### src/rtl/dii_package.sv
// DII flit payload shared by all debug-interconnect blocks.
package dii_package;

    typedef struct packed {
        logic        valid;
        logic        last;
        logic [15:0] data;
    } dii_flit;

endpackage

### src/rtl/osd_ring_pkg.sv
// Shared types, widths and helpers for the debug-ring router.
package osd_ring_pkg;

    localparam int unsigned PERF_CNT_W = 32;

    typedef enum logic [1:0] {
        ROUTE_IDLE,
        ROUTE_LOCAL,
        ROUTE_FWD
    } route_state_t;

    // Saturating increment for the performance counters.
    function automatic logic [PERF_CNT_W-1:0] sat_inc(input logic [PERF_CNT_W-1:0] v);
        return (&v) ? v : v + PERF_CNT_W'(1);
    endfunction

endpackage

### src/rtl/osd_ring_fifo.sv
// Synchronous flit FIFO buffering ring input; head is shown with valid = !empty.
module osd_ring_fifo
    import dii_package::*;
#(
    parameter int unsigned DEPTH = 4
) (
    input  logic    clk,
    input  logic    rstn,
    input  dii_flit i_wr,
    input  logic    i_pop,
    output dii_flit o_head,
    output logic    o_full,
    output logic    o_empty
);

    localparam int unsigned AW = (DEPTH > 1) ? $clog2(DEPTH) : 1;

    logic [AW:0] r_wptr;
    logic [AW:0] r_rptr;
    dii_flit     r_mem [DEPTH];
    logic        w_push;
    logic        w_pop;

    assign o_empty = (r_wptr == r_rptr);
    assign o_full  = (r_wptr[AW] != r_rptr[AW]) && (r_wptr[AW-1:0] == r_rptr[AW-1:0]);
    assign w_push  = i_wr.valid && !o_full;
    assign w_pop   = i_pop && !o_empty;

    always_ff @(posedge clk or negedge rstn) begin
        if (!rstn) begin
            r_wptr <= '0;
            r_rptr <= '0;
        end else begin
            if (w_push) r_wptr <= r_wptr + (AW+1)'(1);
            if (w_pop)  r_rptr <= r_rptr + (AW+1)'(1);
        end
    end

    always_ff @(posedge clk) begin
        if (w_push) r_mem[r_wptr[AW-1:0]] <= i_wr;
    end

    always_comb begin
        o_head       = r_mem[r_rptr[AW-1:0]];
        o_head.valid = !o_empty;
    end

endmodule

### src/rtl/osd_ring_router.sv
// Debug-ring station: delivers ring packets to local ports by ID, forwards the rest,
// and merges local traffic onto the ring. Optional counters: define OSD_RING_PERF_EN.
module osd_ring_router
    import dii_package::*;
    import osd_ring_pkg::*;
#(
    parameter int unsigned PORTS      = 4,
    parameter int unsigned ID_WIDTH   = 10,
    parameter int unsigned FIFO_DEPTH = 4
) (
    input  logic                      clk,
    input  logic                      rstn,
    input  logic [PORTS*ID_WIDTH-1:0] id_map,
    input  dii_flit                   ring_in,
    output logic                      ring_in_ready,
    output dii_flit                   ring_out,
    input  logic                      ring_out_ready,
    input  dii_flit [PORTS-1:0]       dii_in,
    output logic    [PORTS-1:0]       dii_in_ready,
    output dii_flit [PORTS-1:0]       dii_out,
    input  logic    [PORTS-1:0]       dii_out_ready,
    output logic [PERF_CNT_W-1:0]     perf_fwd_pkts,
    output logic [PERF_CNT_W-1:0]     perf_local_pkts,
    output logic [PERF_CNT_W-1:0]     perf_stall_cycles
);

    localparam int unsigned SEL_W = (PORTS > 1) ? $clog2(PORTS) : 1;
    localparam int unsigned NSRC  = PORTS + 1;
    localparam int unsigned SRC_W = $clog2(NSRC);

    dii_flit            w_head;
    logic               w_full;
    logic               w_empty;
    logic               w_pop;
    logic               w_match;
    logic [SEL_W-1:0]   w_match_idx;
    logic               w_is_local;
    logic               w_is_fwd;
    logic [SEL_W-1:0]   w_idx;
    route_state_t       r_state;
    route_state_t       w_state_nxt;
    logic [SEL_W-1:0]   r_sel;
    logic [SEL_W-1:0]   w_sel_nxt;

    dii_flit [PORTS:0]  w_src;
    logic [NSRC-1:0]    w_req;
    logic [NSRC-1:0]    w_src_rdy;
    logic               w_pick_vld;
    logic [SRC_W-1:0]   w_pick;
    logic               w_gnt_vld;
    logic [SRC_W-1:0]   w_gnt;
    dii_flit            w_gnt_flit;
    logic               w_load;
    logic               w_xfer;
    logic               w_fwd_ready;
    dii_flit            r_out;
    logic               r_lock;
    logic [SRC_W-1:0]   r_gidx;
    logic [SRC_W-1:0]   r_ptr;
    logic               r_arb_en;

    osd_ring_fifo #(
        .DEPTH (FIFO_DEPTH)
    ) u_fifo (
        .clk     (clk),
        .rstn    (rstn),
        .i_wr    (ring_in),
        .i_pop   (w_pop),
        .o_head  (w_head),
        .o_full  (w_full),
        .o_empty (w_empty)
    );

    assign ring_in_ready = !w_full;

    // Lowest-index local port whose ID equals the head destination.
    always_comb begin
        w_match     = 1'b0;
        w_match_idx = '0;
        for (int i = int'(PORTS) - 1; i >= 0; i--) begin
            if (w_head.data[ID_WIDTH-1:0] == id_map[i*ID_WIDTH +: ID_WIDTH]) begin
                w_match     = 1'b1;
                w_match_idx = SEL_W'(i);
            end
        end
    end

    // Routing of the current head: decided live in IDLE, held while mid-packet.
    always_comb begin
        w_is_local = 1'b0;
        w_is_fwd   = 1'b0;
        w_idx      = r_sel;
        case (r_state)
            ROUTE_IDLE: begin
                if (w_match) begin
                    w_is_local = !w_empty;
                    w_idx      = w_match_idx;
                end else begin
                    w_is_fwd   = !w_empty;
                end
            end
            ROUTE_LOCAL: w_is_local = !w_empty;
            ROUTE_FWD:   w_is_fwd   = !w_empty;
            default: ;
        endcase
    end

    assign w_pop = (w_is_local && dii_out_ready[w_idx]) || (w_is_fwd && w_fwd_ready);

    always_comb begin
        w_state_nxt = r_state;
        w_sel_nxt   = r_sel;
        case (r_state)
            ROUTE_IDLE: begin
                if (w_is_local) begin
                    w_state_nxt = ROUTE_LOCAL;
                    w_sel_nxt   = w_idx;
                end else if (w_is_fwd) begin
                    w_state_nxt = ROUTE_FWD;
                end
            end
            default: ;
        endcase
        if (w_pop && w_head.last) w_state_nxt = ROUTE_IDLE;
    end

    always_ff @(posedge clk or negedge rstn) begin
        if (!rstn) begin
            r_state <= ROUTE_IDLE;
            r_sel   <= '0;
        end else begin
            r_state <= w_state_nxt;
            r_sel   <= w_sel_nxt;
        end
    end

    always_comb begin
        for (int j = 0; j < int'(PORTS); j++) begin
            dii_out[j]       = w_head;
            dii_out[j].valid = w_is_local && (w_idx == SEL_W'(j));
        end
    end

    // Arbiter sources: local inputs 0..PORTS-1, forward path at index PORTS.
    always_comb begin
        w_src              = '0;
        w_src[PORTS-1:0]   = dii_in;
        w_src[PORTS]       = w_head;
        w_src[PORTS].valid = w_is_fwd;
        for (int k = 0; k < int'(NSRC); k++) w_req[k] = w_src[k].valid;
    end

    // Round-robin search starting at r_ptr; the smallest offset wins.
    always_comb begin : p_pick
        int unsigned v_cand;
        v_cand     = 0;
        w_pick_vld = 1'b0;
        w_pick     = '0;
        for (int off = int'(NSRC) - 1; off >= 0; off--) begin
            v_cand = 32'(r_ptr) + 32'(off);
            if (v_cand >= NSRC) v_cand = v_cand - NSRC;
            if (w_req[SRC_W'(v_cand)]) begin
                w_pick_vld = 1'b1;
                w_pick     = SRC_W'(v_cand);
            end
        end
    end

    assign w_gnt_vld  = r_lock || w_pick_vld;
    assign w_gnt      = r_lock ? r_gidx : w_pick;
    assign w_gnt_flit = w_src[w_gnt];
    assign w_load     = r_arb_en && (!r_out.valid || ring_out_ready);
    assign w_xfer     = w_load && w_gnt_vld && w_gnt_flit.valid;

    always_comb begin
        for (int k = 0; k < int'(NSRC); k++) begin
            w_src_rdy[k] = w_load && w_gnt_vld && (w_gnt == SRC_W'(k));
        end
    end

    assign dii_in_ready = w_src_rdy[PORTS-1:0];
    assign w_fwd_ready  = w_src_rdy[PORTS];

    // Output register; grant is locked from header to last flit.
    always_ff @(posedge clk or negedge rstn) begin
        if (!rstn) begin
            r_out    <= '0;
            r_lock   <= 1'b0;
            r_gidx   <= '0;
            r_ptr    <= '0;
            r_arb_en <= 1'b0;
        end else begin
            r_arb_en <= 1'b1;
            if (w_load) begin
                r_out <= w_xfer ? w_gnt_flit : '0;
                if (w_xfer) begin
                    if (w_gnt_flit.last) begin
                        r_lock <= 1'b0;
                        r_ptr  <= (w_gnt == SRC_W'(PORTS)) ? '0 : w_gnt + SRC_W'(1);
                    end else begin
                        r_lock <= 1'b1;
                        r_gidx <= w_gnt;
                    end
                end
            end
        end
    end

    assign ring_out = r_out;

`ifdef OSD_RING_PERF_EN
    logic [PERF_CNT_W-1:0] r_perf_fwd;
    logic [PERF_CNT_W-1:0] r_perf_local;
    logic [PERF_CNT_W-1:0] r_perf_stall;

    always_ff @(posedge clk or negedge rstn) begin
        if (!rstn) begin
            r_perf_fwd   <= '0;
            r_perf_local <= '0;
            r_perf_stall <= '0;
        end else begin
            if (w_pop && w_head.last && w_is_fwd)   r_perf_fwd   <= sat_inc(r_perf_fwd);
            if (w_pop && w_head.last && w_is_local) r_perf_local <= sat_inc(r_perf_local);
            if (r_out.valid && !ring_out_ready)     r_perf_stall <= sat_inc(r_perf_stall);
        end
    end

    assign perf_fwd_pkts     = r_perf_fwd;
    assign perf_local_pkts   = r_perf_local;
    assign perf_stall_cycles = r_perf_stall;
`else
    assign perf_fwd_pkts     = '0;
    assign perf_local_pkts   = '0;
    assign perf_stall_cycles = '0;
`endif

endmodule

### config.mk
export PLATFORM = sky130hd
export DESIGN_NAME = osd_ring_router
export DESIGN_NICKNAME = d
export VERILOG_FILES = /design/src/rtl/dii_package.sv /design/src/rtl/osd_ring_pkg.sv /design/src/rtl/osd_ring_fifo.sv /design/src/rtl/osd_ring_router.sv
export SDC_FILE = /design/constraint.sdc
export NUM_CORES = 1
export LEC_CHECK = 0
export BUFFER_PORTS_ARGS = -buffer_cell sky130_fd_sc_hd__clkbuf_2
export CORE_MARGIN = 10
export CORE_UTILIZATION = 44
export DETAILED_ROUTE_END_ITERATION = 12
export PLACE_DENSITY = 0.85
export SYNTH_ARGS = -nofsm -noshare
export SYNTH_HDL_FRONTEND = slang
export SYNTH_SLANG_ARGS = --single-unit
### constraint.sdc
create_clock -name clk -period 5.15 [get_ports clk]
set_input_delay 0.7725 -clock clk [delete_from_list [all_inputs] [get_ports clk]]
set_output_delay 0.7725 -clock clk [all_outputs]
set_load 0.005 [all_outputs]
# Yosys cells after proc, flatten, opt, wreduce, memory -nomap -nowiden
# Memories as Yosys holds them, arrays and structs flattened.
# Index checks and enable logic that the tools add are counted.
[classes]
add_sub_neg = 12
n_mul = 0
div_mod_pow = 0
magnitude_cmp = 12
eq_ne = 16
shift = 0
n_mux = 53
bitwise_logic = 1
n_reduce_logical = 34
[op_table]
columns = ["cell", "count"]
rows = [
  ["binary-select mux 18 bit (select 3 bit)", 1],
  ["equality test 10 bit", 4],
  ["two-way mux 18 bit", 2],
  ["two-way mux 3 bit", 12],
  ["less-than comparator 3 x 4 -> 1 bit, second input constant", 6],
  ["two-way mux 1 bit", 20],
  ["two-way mux 2 bit", 10],
  ["logical AND 1 bit", 18],
  ["greater-or-equal comparator 4 x 3 -> 1 bit, second input constant", 4],
  ["binary-select mux 1 bit (select 3 bit)", 5],
  ["subtractor 3 bit, second input constant", 5],
  ["adder 3 x 1 -> 3 bit, second input constant", 3],
  ["adder 3 x 2 -> 4 bit, second input constant", 2],
  ["equality test 2 bit, second input constant", 3],
  ["equality test 3 x 2 -> 1 bit, second input constant", 2],
  ["AND reduction 2 bit", 3],
  ["AND reduction 3 bit", 2],
  ["adder 3 x 1 -> 4 bit, second input constant", 1],
  ["adder 3 x 3 -> 4 bit, second input constant", 1],
  ["equality test 2 x 1 -> 1 bit, second input constant", 2],
  ["logical NOT 2 bit", 2],
  ["case mux 1 bit (2 select lines)", 2],
  ["equality test 3 x 1 -> 1 bit, second input constant", 1],
  ["equality test 3 bit", 1],
  ["other kinds (12)", 16],
]
[word_totals]
ff_bits = 36
latchBits = 0
ram_bits = 72
romBits = 0
in_bits = 137
output_inout_bits = 191
word_cells = 140
n_memories = 1
[mem_list]
columns = ["name", "words", "word_bits", "rd", "rd_ports_with_merged_regs", "wr", "line", "source"]
rows = [
  ["u_fifo.r_mem", 4, 18, 1, 0, 1, "osd_ring_fifo.sv:20", "dii_flit r_mem [DEPTH];"],
]

# Longest topological paths before layout
# Gate-level depths: netlist (run 1).
# An unclocked memory read counts as a cell.
[logic_depth]
ltp_word = 23
mapped_depth = 21
mapped_depth_nobuf = 17

# By module
# From an unflattened synthesis (run 1), not the netlist that was laid out.
[unflattened]
hier_cells = 808
area_unflattened_um2 = 8005.2
[by_module_without_submodules]
columns = ["mod", "n_inst", "cells_per_inst", "area_per_inst_um2", "seq_area_each_um2"]
rows = [
  ["osd_ring_router", 1, 671, 5067.4, 750.7],
  ["osd_ring_fifo", 1, 137, 2937.8, 2192.1],
]

# Least setup slack after synthesis (run 1)
# No wires, ideal clock.
[synth_timing]
path_kind = "flip-flop to output port"
from = "register r_ptr[0]"
to = "output dii_in_ready[3]"
arrival_ns = 4.238
required_ns = 4.378
slack_ns = 0.140
stages_incl_launch_ff = 21
n_path_buf = 4
cell_sequence = "dfrtp_1 clkbuf_1 clkinv_1 ha_1 inv_1 fa_1 a21oi_1 xnor2_1 mux2_2 a21o_1 a211oi_1 o21bai_1 a41o_1 or2_1 buf_2 inv_1 buf_4 buf_2 ha_1 ha_1 and2_1"
[synth_via]
elab_chain_len = 13
elab_cells_between_ends = 44
classes_between = "add/sub: 9; order compare: 5; eq/ne: 1; mux: 26; reduce/logical: 3"
[synth_lines]
columns = ["item", "line", "source"]
rows = [
  ["start, declared", "osd_ring_router.sv:59", "logic [SRC_W-1:0] r_ptr;"],
  ["start signal, assigned", "osd_ring_router.sv:199", "r_ptr <= (w_gnt == SRC_W'(PORTS)) ? '0 : w_gnt + SRC_W'(1);"],
  ["adder 3 x 3 -> 4 bit", "osd_ring_router.sv:160", "v_cand = 32'(r_ptr) + 32'(off);"],
  ["greater-or-equal comparator 4 x 3 -> 1 bit / subtractor 3 bit (equally long branches)", "osd_ring_router.sv:161", "if (v_cand >= NSRC) v_cand = v_cand - NSRC;"],
  ["two-way mux 3 bit", "osd_ring_router.sv:161", ""],
  ["binary-select mux 1 bit (select 3 bit)", "osd_ring_router.sv:162", "if (w_req[SRC_W'(v_cand)]) begin"],
  ["two-way mux 1 bit (implied by the code)", "osd_ring_router.sv:162", ""],
  ["two-way mux 3 bit (4 in series)", "osd_ring_router.sv:162", ""],
  ["two-way mux 3 bit *", "osd_ring_router.sv:162", ""],
  ["two-way mux 3 bit *", "osd_ring_router.sv:170", "assign w_gnt = r_lock ? r_gidx : w_pick;"],
  ["via w_gnt[0]", "osd_ring_router.sv:51", "logic [SRC_W-1:0] w_gnt;"],
  ["equality test 3 x 2 -> 1 bit *", "osd_ring_router.sv:177", "w_src_rdy[k] = w_load && w_gnt_vld && (w_gnt == SRC_W'(k));"],
  ["logical AND 1 bit *", "osd_ring_router.sv:177", ""],
  ["end, declared", "osd_ring_router.sv:19", "output logic [PORTS-1:0] dii_in_ready,"],
]
# The timed path passes the listed nets; every way through them passes the cells marked *. The select of a mux whose other input is x is not followed.

# Worst setup path in the final report (run 1)
[layout_timing]
from = "register r_ptr[0]"
to = "output dii_in_ready[2]"
[layout_via]
elab_chain_len = 13
elab_cells_between_ends = 44
classes_between = "add/sub: 9; order compare: 5; eq/ne: 1; mux: 26; reduce/logical: 3"
[layout_lines]
columns = ["item", "line"]
rows = [
  ["adder 3 x 3 -> 4 bit", "osd_ring_router.sv:160"],
  ["greater-or-equal comparator 4 x 3 -> 1 bit / subtractor 3 bit (equally long branches)", "osd_ring_router.sv:161"],
  ["two-way mux 3 bit", "osd_ring_router.sv:161"],
  ["binary-select mux 1 bit (select 3 bit)", "osd_ring_router.sv:162"],
  ["two-way mux 1 bit (implied by the code)", "osd_ring_router.sv:162"],
  ["two-way mux 3 bit / two-way mux 1 bit (equally long branches) (5 in series)", "osd_ring_router.sv:162"],
  ["two-way mux 3 bit / logical OR 1 bit (equally long branches)", "osd_ring_router.sv:170, osd_ring_router.sv:169"],
  ["equality test 3 x 2 -> 1 bit / logical AND 1 bit (equally long branches)", "osd_ring_router.sv:177"],
  ["logical AND 1 bit *", "osd_ring_router.sv:177"],
]
# Mark *: on every way between the ends. The rest lies on a longest branch, timed or not. The select of a mux whose other input is x is not followed.

==> results of run 1 <==
## final cells by class
class | count | area [µm²] | area share
Multi-Input combinational cell | 472 | 3750 | 0.430
Tap cell | 225 | 282 | 0.0322
Inverter | 17 | 63.8 | 0.00730
Clock buffer | 9 | 225 | 0.0258
Clock inverter | 7 | 86.3 | 0.00988
Antenna cell | 1 | 2.50 | 0.000286
Sequential cell | 104 | 2940 | 0.337
Timing Repair Buffer | 261 | 1380 | 0.158
## power breakdown
group | switching [W] | total, W | internal, W
Sequential | 0.000119 | 0.00126 | 0.00114
Combinational | 0.00265 | 0.00481 | 0.00217
Clock | 0.000348 | 0.000700 | 0.000352
Total | 0.00312 | 0.00678 | 0.00366
## flip-flops by register name, indices dropped and copies added, names as in the netlist
name and flops:
u_fifo.r_rptr 3, r_state 2, u_fifo.r_wptr 3, r_sel 2
r_ptr 3, u_fifo.r_mem 68, ring_out 18, r_gidx 3
r_lock 1, r_arb_en 1
## worst paths after layout
path | from | slack [ps] | endpoint
setup / recovery | r_ptr[0]$_DFFE_PN0P_ | 210 | dii_in_ready[2]
hold / removal | ring_out[16]$_DFFE_PN0P_ | 490 | ring_out[16]$_DFFE_PN0P_
setup reg to reg | u_fifo.r_rptr[0]$_DFFE_PN0P_ | 410 | ring_out[15]$_DFFE_PN0P_
hold reg to reg | ring_out[16]$_DFFE_PN0P_ | 490 | ring_out[16]$_DFFE_PN0P_
max in group asynchronous | rstn | 3930 | ring_out[14]$_DFFE_PN0P_
min in group asynchronous | rstn | 590 | r_ptr[0]$_DFFE_PN0P_
## stage by stage
stage | setup TNS, ps | util | hold WS, ps
after floorplan | 0 | - | 460
after CTS | 0 | 0.503 | 491
after global placement | 0 | 0.485 | 463
after detailed placement | 0 | 0.485 | 473
final | 0 | 0.509 | 491
after global routing | -0.236 | 0.509 | 515
## kinds of logic (layout without fill, tap and decap cells)
family	count (synthesis)	count (layout)
buffers and inverters	202	294
and+or+nand+nor	146	146
AOI/OAI and AO/OA	106	106
DFF	104	104
muxes	53	53
xor gates and xnor gates	52	52
adders and majority gates	18	18
other	2	98
## per-layer routing
layer / share of wire / vias up / global-route usage
li1: - / 2628 / -
met1: 0.41 / 2805 / 0.269
met2: 0.49 / 303 / 0.318
met3: 0.088 / 19 / 0.0517
met4: 0.0085 / 0 / 0.0381
met5: 0 / - / 0
## repair_timing
item | in CTS | in global routing
setup buffers | 0 | 2
resized for setup | 0 | 14
setup endpoints to repair | 0 | 19
## layout by cell type, fill, tap and decap left out, types with 8 or more instances in the layout
master,Yosys,routed
nor2_1,23,23
xor2_1,14,14
clkbuf_16,0,9
nand3_1,11,11
nand4_1,8,8
and3_1,9,9
a21oi_1,14,14
a21o_1,9,8
clkbuf_2,0,231
xnor2_1,37,37
o21ai_0,17,17
mux2i_1,11,11
nand2_1,21,21
nor3_1,9,8
inv_1,15,15
mux4_2,33,33
buf_4,148,30
conb_1,2,97
and2_1,17,17
edfxtp_1,68,68
dfrtp_1,36,36
a221o_1,16,16
ha_1,17,15
## critical path, delay by kind of cell, from the launching register on
family / cells / cell delay (ps)
adder cells (fa/ha/maj): 2 / 620
buffers and inverters: 5 / 990
flip-flops: 1 / 350
AND/OR/NAND/NOR: 2 / 660
AO/OA/AOI/OAI: 6 / 1210
==> impl_metrics.toml, run 1 <==
[drt]
antenna_left = 0
avgRoutedWirePerCell_um = 22.4
vias = 5755
drt_iter0_drc = 467
wl_um = 24500
drcViolationCount = 0
via_per_inst = 5.25
first_pass_iters = 5

[floorplan]
core_um2 = 17200
fp.dieH_um = 152
die_area_um2 = 23000
ioPinCount = 328
row_count = 48
die_w_um = 152
start_util = 0.444

[cts]
tritoncts = "done"
clock_sinks = 104
cts.reportedPaths.clkPinSlew_ps = 80
cts_buffer_depth = 2
cts_hold_buf = 0
clock_latency_ps = 350
clock-root-buffer = "clkbuf_16"
htreeDepth = 3
cts_buffers = 9

[logic_synthesis]
muxShareOfSynthArea = 0.127
yosys.area_share.simple = 0.112
syn_area_per_cell_um2 = 11.2
synthAdderAreaFrac = 0.0305
yosysMostFrequentCell = "buf_4"
yosysSeqAreaShare = 0.386
ys_ff_latch = 104
netlist_area_um2 = 7630
synth_top_area_share = 0.268
synth_compound_area_frac = 0.104
ys.flop_type = "edfxtp_1"
yosys_warnings = 0
ys_async_sr_fraction = 0.346
yosysUniqueCellTypes = 73
synthCells = 683
synth_xor_area_frac = 0.0607
synthTopCellsByCount = "buf_4, edfxtp_1, xnor2_1, dfrtp_1, mux4_2"
synth_top_family_by_area = "buffers and inverters"
synth_area_leaders = "edfxtp_1, buf_4, dfrtp_1"
synth_top_area_cell = "edfxtp_1"
synth-edff-count = 68

[timing]
period_share = 0.959
skew_ps = 10.9
slew_headroom = 0.296
fin_ws_ps = 211
fin_crit_ps = 4940
hold_viol = 0
max_freq_mhz = 202
max_slew.worst_pin.slew_ps = 1060
slew_viol_final = 0
setup_viol = 0

[setup_path]
critPathRequiredTime_ps = 4380
endpoint_kind = "output pin"
crit_chain = "clkinv_1, ha_2, or3b_2, a21oi_1, a211oi_1, buf_4, a311o_1, o32a_1, a211oi_2, o21ai_2, inv_2, buf_4, ha_1, and3_1, clkbuf_2"
crit_top_cell = "buf_4"
worstRegToRegCells = 13
critPathSlowestCell = "or3b_2"
crit_arrival_ps = 4170
worst-setup-path-type = "reg2out"
critPathMaxStageDelay_ps = 460
cp-start-kind = "register"
cp_max_fo = 15

[final_layout]
final_cells = 1096
syn_to_final_growth_pct = 14.5
design_area_um2 = 8740
fin_nets = 1020
fillers = 1575
drive_gt1_frac = 0.398

[placed_design]
hpwl_um = 19700
dp.cells = 1077
portBuffers = 231
place_ws_ps = 271
placed_area_um2 = 8330
place.gp.congestion = 0.980

[pwr]
p_total_w = 0.00678
p_per_area_nw_per_um2 = 776
ir_drop_v = 0.000568
leakage_nw = 3.93

[grt]
grt_pass1_wl_um = 35100
grt_start_max_net_pins = 37
grt_pass1_vias = 5801
antenna_found_initial = 1
grt_util_all_layers = 0.199
overflow = 0

[flow_run]
cap_violations = 0

[hold_path]
hold_class = "reg2reg"
whs_path_depth = 1

[status]
status = "finished, final reports clean"
No activity file was read; power rests on OpenSTA's default activity.
==> run 2: changes to the inputs <==
Settings changed: CORE_UTILIZATION 44 to 45, SYNTH_HIERARCHICAL from default to 1.
==> run 2 against run 1 <==
Effect of this change: sequential power is essentially flat; total power grew 13%; sequential share of layout area shrank 1.7 points; die area grew 2.2%; register-to-register slack lost 60 ps; routed wire length grew 4.1%; via count grew 14%; clock skew grew 2.2 ps; critical path depth grew 1; setup slack lost 65 ps; maximum frequency shrank 1.3%; synthesized area grew 4.9%; largest cell class unchanged.
==> impl_metrics.toml, run 2 <==
[status]
status = "finished, final reports clean"

[timing]
slew_viol_final = 0
max_slew.worst_pin.slew_ps = 1040
fin_crit_ps = 5000
max_freq_mhz = 200
slew_headroom = 0.306
fin_tns_setup_ps = 0
skew_ps = 13.1
period_share = 0.972
hold_viol = 0
setup_viol = 0

[cts]
cts_buffer_depth = 2
htreeDepth = 3
cts.reportedPaths.clkPinSlew_ps = 70
clock-root-buffer = "clkbuf_16"
cts_hold_buf = 0
tritoncts = "done"
cts_buffers = 9
clock_sinks = 104
clock_latency_ps = 350

[drt]
vias = 6545
wl_um = 25500
drt_iter0_drc = 686
antenna_left = 0
via_per_inst = 5.28
drcViolationCount = 0
avgRoutedWirePerCell_um = 20.6
first_pass_iters = 5

[final_layout]
final_cell_mix = "clkbuf_2, nand2_1, conb_1"
largest_reg_flops = 68
layout_commonest_cell = "clkbuf_2"
design_area_um2 = 9210
fillers = 1544
drive_gt1_frac = 0.350
fin_nets = 1165
syn_to_final_growth_pct = 15.1

[grt]
grt_pass1_vias = 6277
overflow = 0
grt_pass1_wl_um = 37100
grt_util_all_layers = 0.197
antenna_found_initial = 2
grt_start_max_net_pins = 37

[setup_path]
crit_arrival_ps = 4230
endpoint_kind = "output pin"
critPathRequiredTime_ps = 4380
cp_max_fo = 13
worst-setup-path-type = "reg2out"
cp-start-kind = "register"

[logic_synthesis]
yosysMostFrequentCell = "buf_4"
synth_top_area_cell = "edfxtp_1"
syn_area_per_cell_um2 = 9.91
netlist_area_um2 = 8010
ys.flop_type = "edfxtp_1"
synthCells = 808
yosysUniqueCellTypes = 88
synthTopCellsByCount = "buf_4, nand2_1, edfxtp_1, o21ai_0, xor2_1"
ys_ff_latch = 104
yosysSeqAreaShare = 0.368
synth_area_leaders = "edfxtp_1, buf_4, dfrtp_1"
ys_async_sr_fraction = 0.346
synth-edff-count = 68
yosys_warnings = 6
synth_top_area_share = 0.255

[floorplan]
ioPinCount = 328
start_util = 0.461
core_um2 = 17400
die_w_um = 153
fp.dieH_um = 153
die_area_um2 = 23500
row_count = 48

[pwr]
ir_drop_v = 0.000746
p_per_area_nw_per_um2 = 831
leakage_nw = 4.31

[hold_path]
hold_class = "reg2reg"

[flow_run]
cap_violations = 0

[placed_design]
portBuffers = 231
place.gp.congestion = 0.918
placed_area_um2 = 8610
hpwl_um = 20200
run 2: routing by layer:
layer / share of wire / GRT usage
met4: 0.013 / 0.0364
met3: 0.091 / 0.0547
met5: 0.00039 / 0
met1: 0.39 / 0.246
met2: 0.51 / 0.334
run 2: metrics by stage:
stage	setup WS, ps	power [W]	hold slack [ps]	util	std cells
floorplan	260	0.00542	450	-	903
global placement	183	0.00652	463	0.496	1189
detailed placement	59.1	0.00664	472	0.496	1189
CTS	-10.9	0.00740	488	0.514	1208
global route	-4.48	0.00820	502	0.531	1239
finish	145	0.00766	481	0.531	1239
run 2: final cells by class:
class                      count  area, µm²  area share
antenna                        1       2.50    0.000272
sequential                   104       2940       0.320
tap                          225        282      0.0306
timing repair buffer         283       1560       0.169
inverter                      23       86.3     0.00937
clock inverter                 6       58.8     0.00638
clock buffer                  10        229      0.0249
multi-input combinational    587       4050       0.440
run 2: critical path: stages, from the launching register on:
cell and delay [ps]:
dfrtp_1 400, buf_12 170, mux4_2 640, buf_4 190
xor2_1 160, nor4_2 280, nand4_1 150, buf_4 200
nand4_4 100, o211a_1 230, mux2_1 160, nor2_2 50
o41ai_4 410, buf_4 210, ha_1 230, and3_1 180
clkbuf_2 120
run 2: kinds of logic after synthesis:
| logic type | Yosys count | synth area share |
|---|---|---|
| buffers and inverters | 213 | 0.180 |
| xor gates and xnor gates | 53 | 0.0599 |
| AOI/OAI and AO/OA | 147 | 0.135 |
| adders and majority gates | 20 | 0.0322 |
| muxes | 54 | 0.0986 |
| other | 2 | 0.000938 |
| and+or+nand+nor | 215 | 0.126 |
| DFF | 104 | 0.368 |
run 2: what timing repair did:
action                                 4_1_cts  5_1_grt
endpoints found under the hold margin        0        0
gates cloned                                 0        1
pin swaps                                    2        5
setup endpoints to repair                    3       10
setup buffers                                3       29
resized for setup                            2        8
run 2: where the power goes:
| group | internal (W) | leakage, nW | switching (W) |
|---|---|---|---|
| clock | 0.000340 | 0.137 | 0.000330 |
| sequential | 0.00115 | 1.07 | 0.000137 |
| combinational | 0.00234 | 3.10 | 0.00336 |
run 2: final timing paths:
| path | endpoint | start | cells past startpoint | slack (ps) |
|---|---|---|---|---|
| worst max-delay path | dii_in_ready[0] | u_fifo/r_rptr[0]$_DFFE_PN0P_ | 16 | 150 |
| worst min-delay path | ring_out[2]$_DFFE_PN0P_ | ring_out[2]$_DFFE_PN0P_ | 2 | 480 |
| worst max register to register | ring_out[12]$_DFFE_PN0P_ | u_fifo/r_rptr[0]$_DFFE_PN0P_ | 19 | 350 |
| worst min register to register | ring_out[2]$_DFFE_PN0P_ | ring_out[2]$_DFFE_PN0P_ | 2 | 480 |
| max in group asynchronous | u_fifo/r_rptr[1]$_DFFE_PN0P_ | rstn | 1 | 3920 |
| min in group asynchronous | ring_out[8]$_DFFE_PN0P_ | rstn | 1 | 570 |
==> run 3: changes to the inputs <==
Settings changed: CORE_UTILIZATION 45 to 50, PLACE_DENSITY 0.85 to 0.9.
Clock period 5.15 ns to 4.86 ns, I/O delays scaled along.
==> run 3 against run 2 <==
Effect of this change: critical endpoint is now dii_in_ready[3]; the flow now finishes with violations (setup timing); sequential share of layout area down 1.0 points; first-iteration DRC count down 17%; critical path depth up 1; die area down 8.7%; total power up 17%; clock-buffer cell count down 1; flip-flop and latch count unchanged; sequential power up 7%.
==> impl_metrics.toml, run 3 (synthesis results as in run 2) <==
[hold_path]
hold_class = "reg2reg"

[pwr]
ir_drop_v = 0.000494
leakage_nw = 4.44
p_per_area_nw_per_um2 = 942

[cts]
htreeDepth = 3
clock_latency_ps = 340
cts_buffers = 9
cts_hold_buf = 0
tritoncts = "done"
clock-root-buffer = "clkbuf_16"
cts.reportedPaths.clkPinSlew_ps = 70
clock_sinks = 104
cts_buffer_depth = 2

[timing]
slew_viol_final = 0
skew_ps = 7.35
max_slew.worst_pin.slew_ps = 937
setup_viol = 3
period_share = 1.02
rsz0062_at_grt = "yes"
whs_ps = 480
fin_tns_setup_ps = -144
hold_viol = 0
max_freq_mhz = 203
slew_headroom = 0.375
fin_ws_ps = -76.6
fin_crit_ps = 4940

[setup_path]
cp-startpoint = "u_fifo/r_rptr[0]$_DFFE_PN0P_"
crit_top_cell = "buf_6"
worst-setup-path-type = "reg2out"
path_depth = 17
r2r_slack_ps = 140
critPathRequiredTime_ps = 4130
r2r_start = "u_fifo/r_rptr[0]$_DFFE_PN0P_"
endpoint_kind = "output pin"
critPathSlowestCell = "mux4_2"
critPathMaxStageDelay_ps = 630
crit_arrival_ps = 4210
critical_path.top_delay_family = "buffers and inverters"
worstRegToRegCells = 20
worstSetupEndpoint = "dii_in_ready[3]"
crit_buf_inv = 6
reg2reg_to = "ring_out[15]$_DFFE_PN0P_"
cp_max_fo = 6
crit_chain = "buf_6, mux4_2, buf_6, xor2_2, nor4_2, nand4_1, buf_6, a41oi_4, buf_6, or2b_4, o21ai_4, o41ai_4, inv_2, ha_4, ha_4, and2_4, buf_6"
cp-start-kind = "register"

[placed_design]
portBuffers = 231
hpwl_um = 20600
place.gp.congestion = 0.944

[final_layout]
diodes = 0
largest_reg_flops = 68
fin_nets = 1189
final_cell_mix = "clkbuf_2, nand2_1, conb_1"
syn_to_final_growth_pct = 19.0
fillers = 1301
drive_gt1_frac = 0.383
layout_commonest_cell = "clkbuf_2"
fin_util = 0.604

[grt]
grt_start_max_net_pins = 37
antenna_found_initial = 0
overflow = 0
grt_pass1_wl_um = 39800
grt_pass1_vias = 6920
grt_util_all_layers = 0.233

[drt]
vias = 6735
drcViolationCount = 0
drt_iter0_drc = 571
wl_um = 26600
first_pass_iters = 5
avgRoutedWirePerCell_um = 21.3
antenna_left = 0
via_per_inst = 5.38

[floorplan]
row_count = 46
die_area_um2 = 21500
start_util = 0.508
die_w_um = 147
fp.dieH_um = 147
core_um2 = 15800
ioPinCount = 328

[flow_run]
cap_violations = 0

[status]
failed_checks = "setup timing"
status = "complete, but fails checks"
-- run 3: changes by cell type in the layout (fill, tap and decap cells not counted), sizes merged --
cell	previous run	this run
buf	52	80
clkinv	2	0
clkinvlp	1	3
mux4	19	18
clkbuf	241	237
diode	1	0
-- run 3: worst min-delay path: cells and delay by family (launching register included) --
| kind | cells | cell delay (ps) |
|---|---|---|
| compound gates | 1 | 60 |
| simple gates | 1 | 40 |
| flops | 1 | 350 |
-- run 3: area by class of cell --
class	count	area (µm²)	area share
Clock buffer	9	225	0.0236
Clock inverter	6	51.3	0.00539
Inverter	23	86.3	0.00906
Multi-Input combinational cell	586	4150	0.436
Sequential cell	104	2950	0.309
Tap cell	216	270	0.0284
Timing Repair Buffer	308	1790	0.188
-- run 3: routing by layer --
metal	track usage	up-vias	part of all wire	wire, µm
li1	-	3042	-	-
met1	0.260	3211	0.36	9540
met2	0.419	424	0.52	13900
met3	0.0609	58	0.086	2300
met4	0.0816	0	0.032	859
met5	0	-	0	0
-- run 3: how the worst min path moves through the flow --
stage	cells after the start	from	slack, ps	to
after detailed placement	2	ring_out[10]$_DFFE_PN0P_	470	ring_out[10]$_DFFE_PN0P_
after global routing	2	ring_out[16]$_DFFE_PN0P_	520	ring_out[16]$_DFFE_PN0P_
after CTS	2	ring_out[14]$_DFFE_PN0P_	490	ring_out[14]$_DFFE_PN0P_
after floorplan	0	rstn	430	r_arb_en$_DFF_PN0_
after global placement	2	ring_out[8]$_DFFE_PN0P_	460	ring_out[8]$_DFFE_PN0P_
final	2	ring_out[10]$_DFFE_PN0P_	480	ring_out[10]$_DFFE_PN0P_
-- run 3: what timing repair did --
| item | 4_1_cts | 5_1_grt |
|---|---|---|
| cloned | 1 | 0 |
| setup buffers | 30 | 15 |
| pin swaps | 8 | 11 |
| setup endpoints to repair | 28 | 13 |
| gates resized for setup | 15 | 38 |
-- run 3: through the flow --
stage          setup WS (ps)  instances  area (µm²)  total power, W
2_1_floorplan           13.8        903        8360         0.00574
3_3_place_gp            -164       1191        8670         0.00714
3_5_place_dp            -241       1191        8670         0.00726
4_1_cts                 2.41       1237        9230         0.00832
5_1_grt                 -195       1252        9520         0.00955
6_report               -76.6       1252        9520         0.00898
-- run 3: report_power, final --
part | switching, W | internal [W] | total [W]
clock network | 0.000335 | 0.000352 | 0.000687
registers | 0.000152 | 0.00122 | 0.00137
logic | 0.00394 | 0.00298 | 0.00692
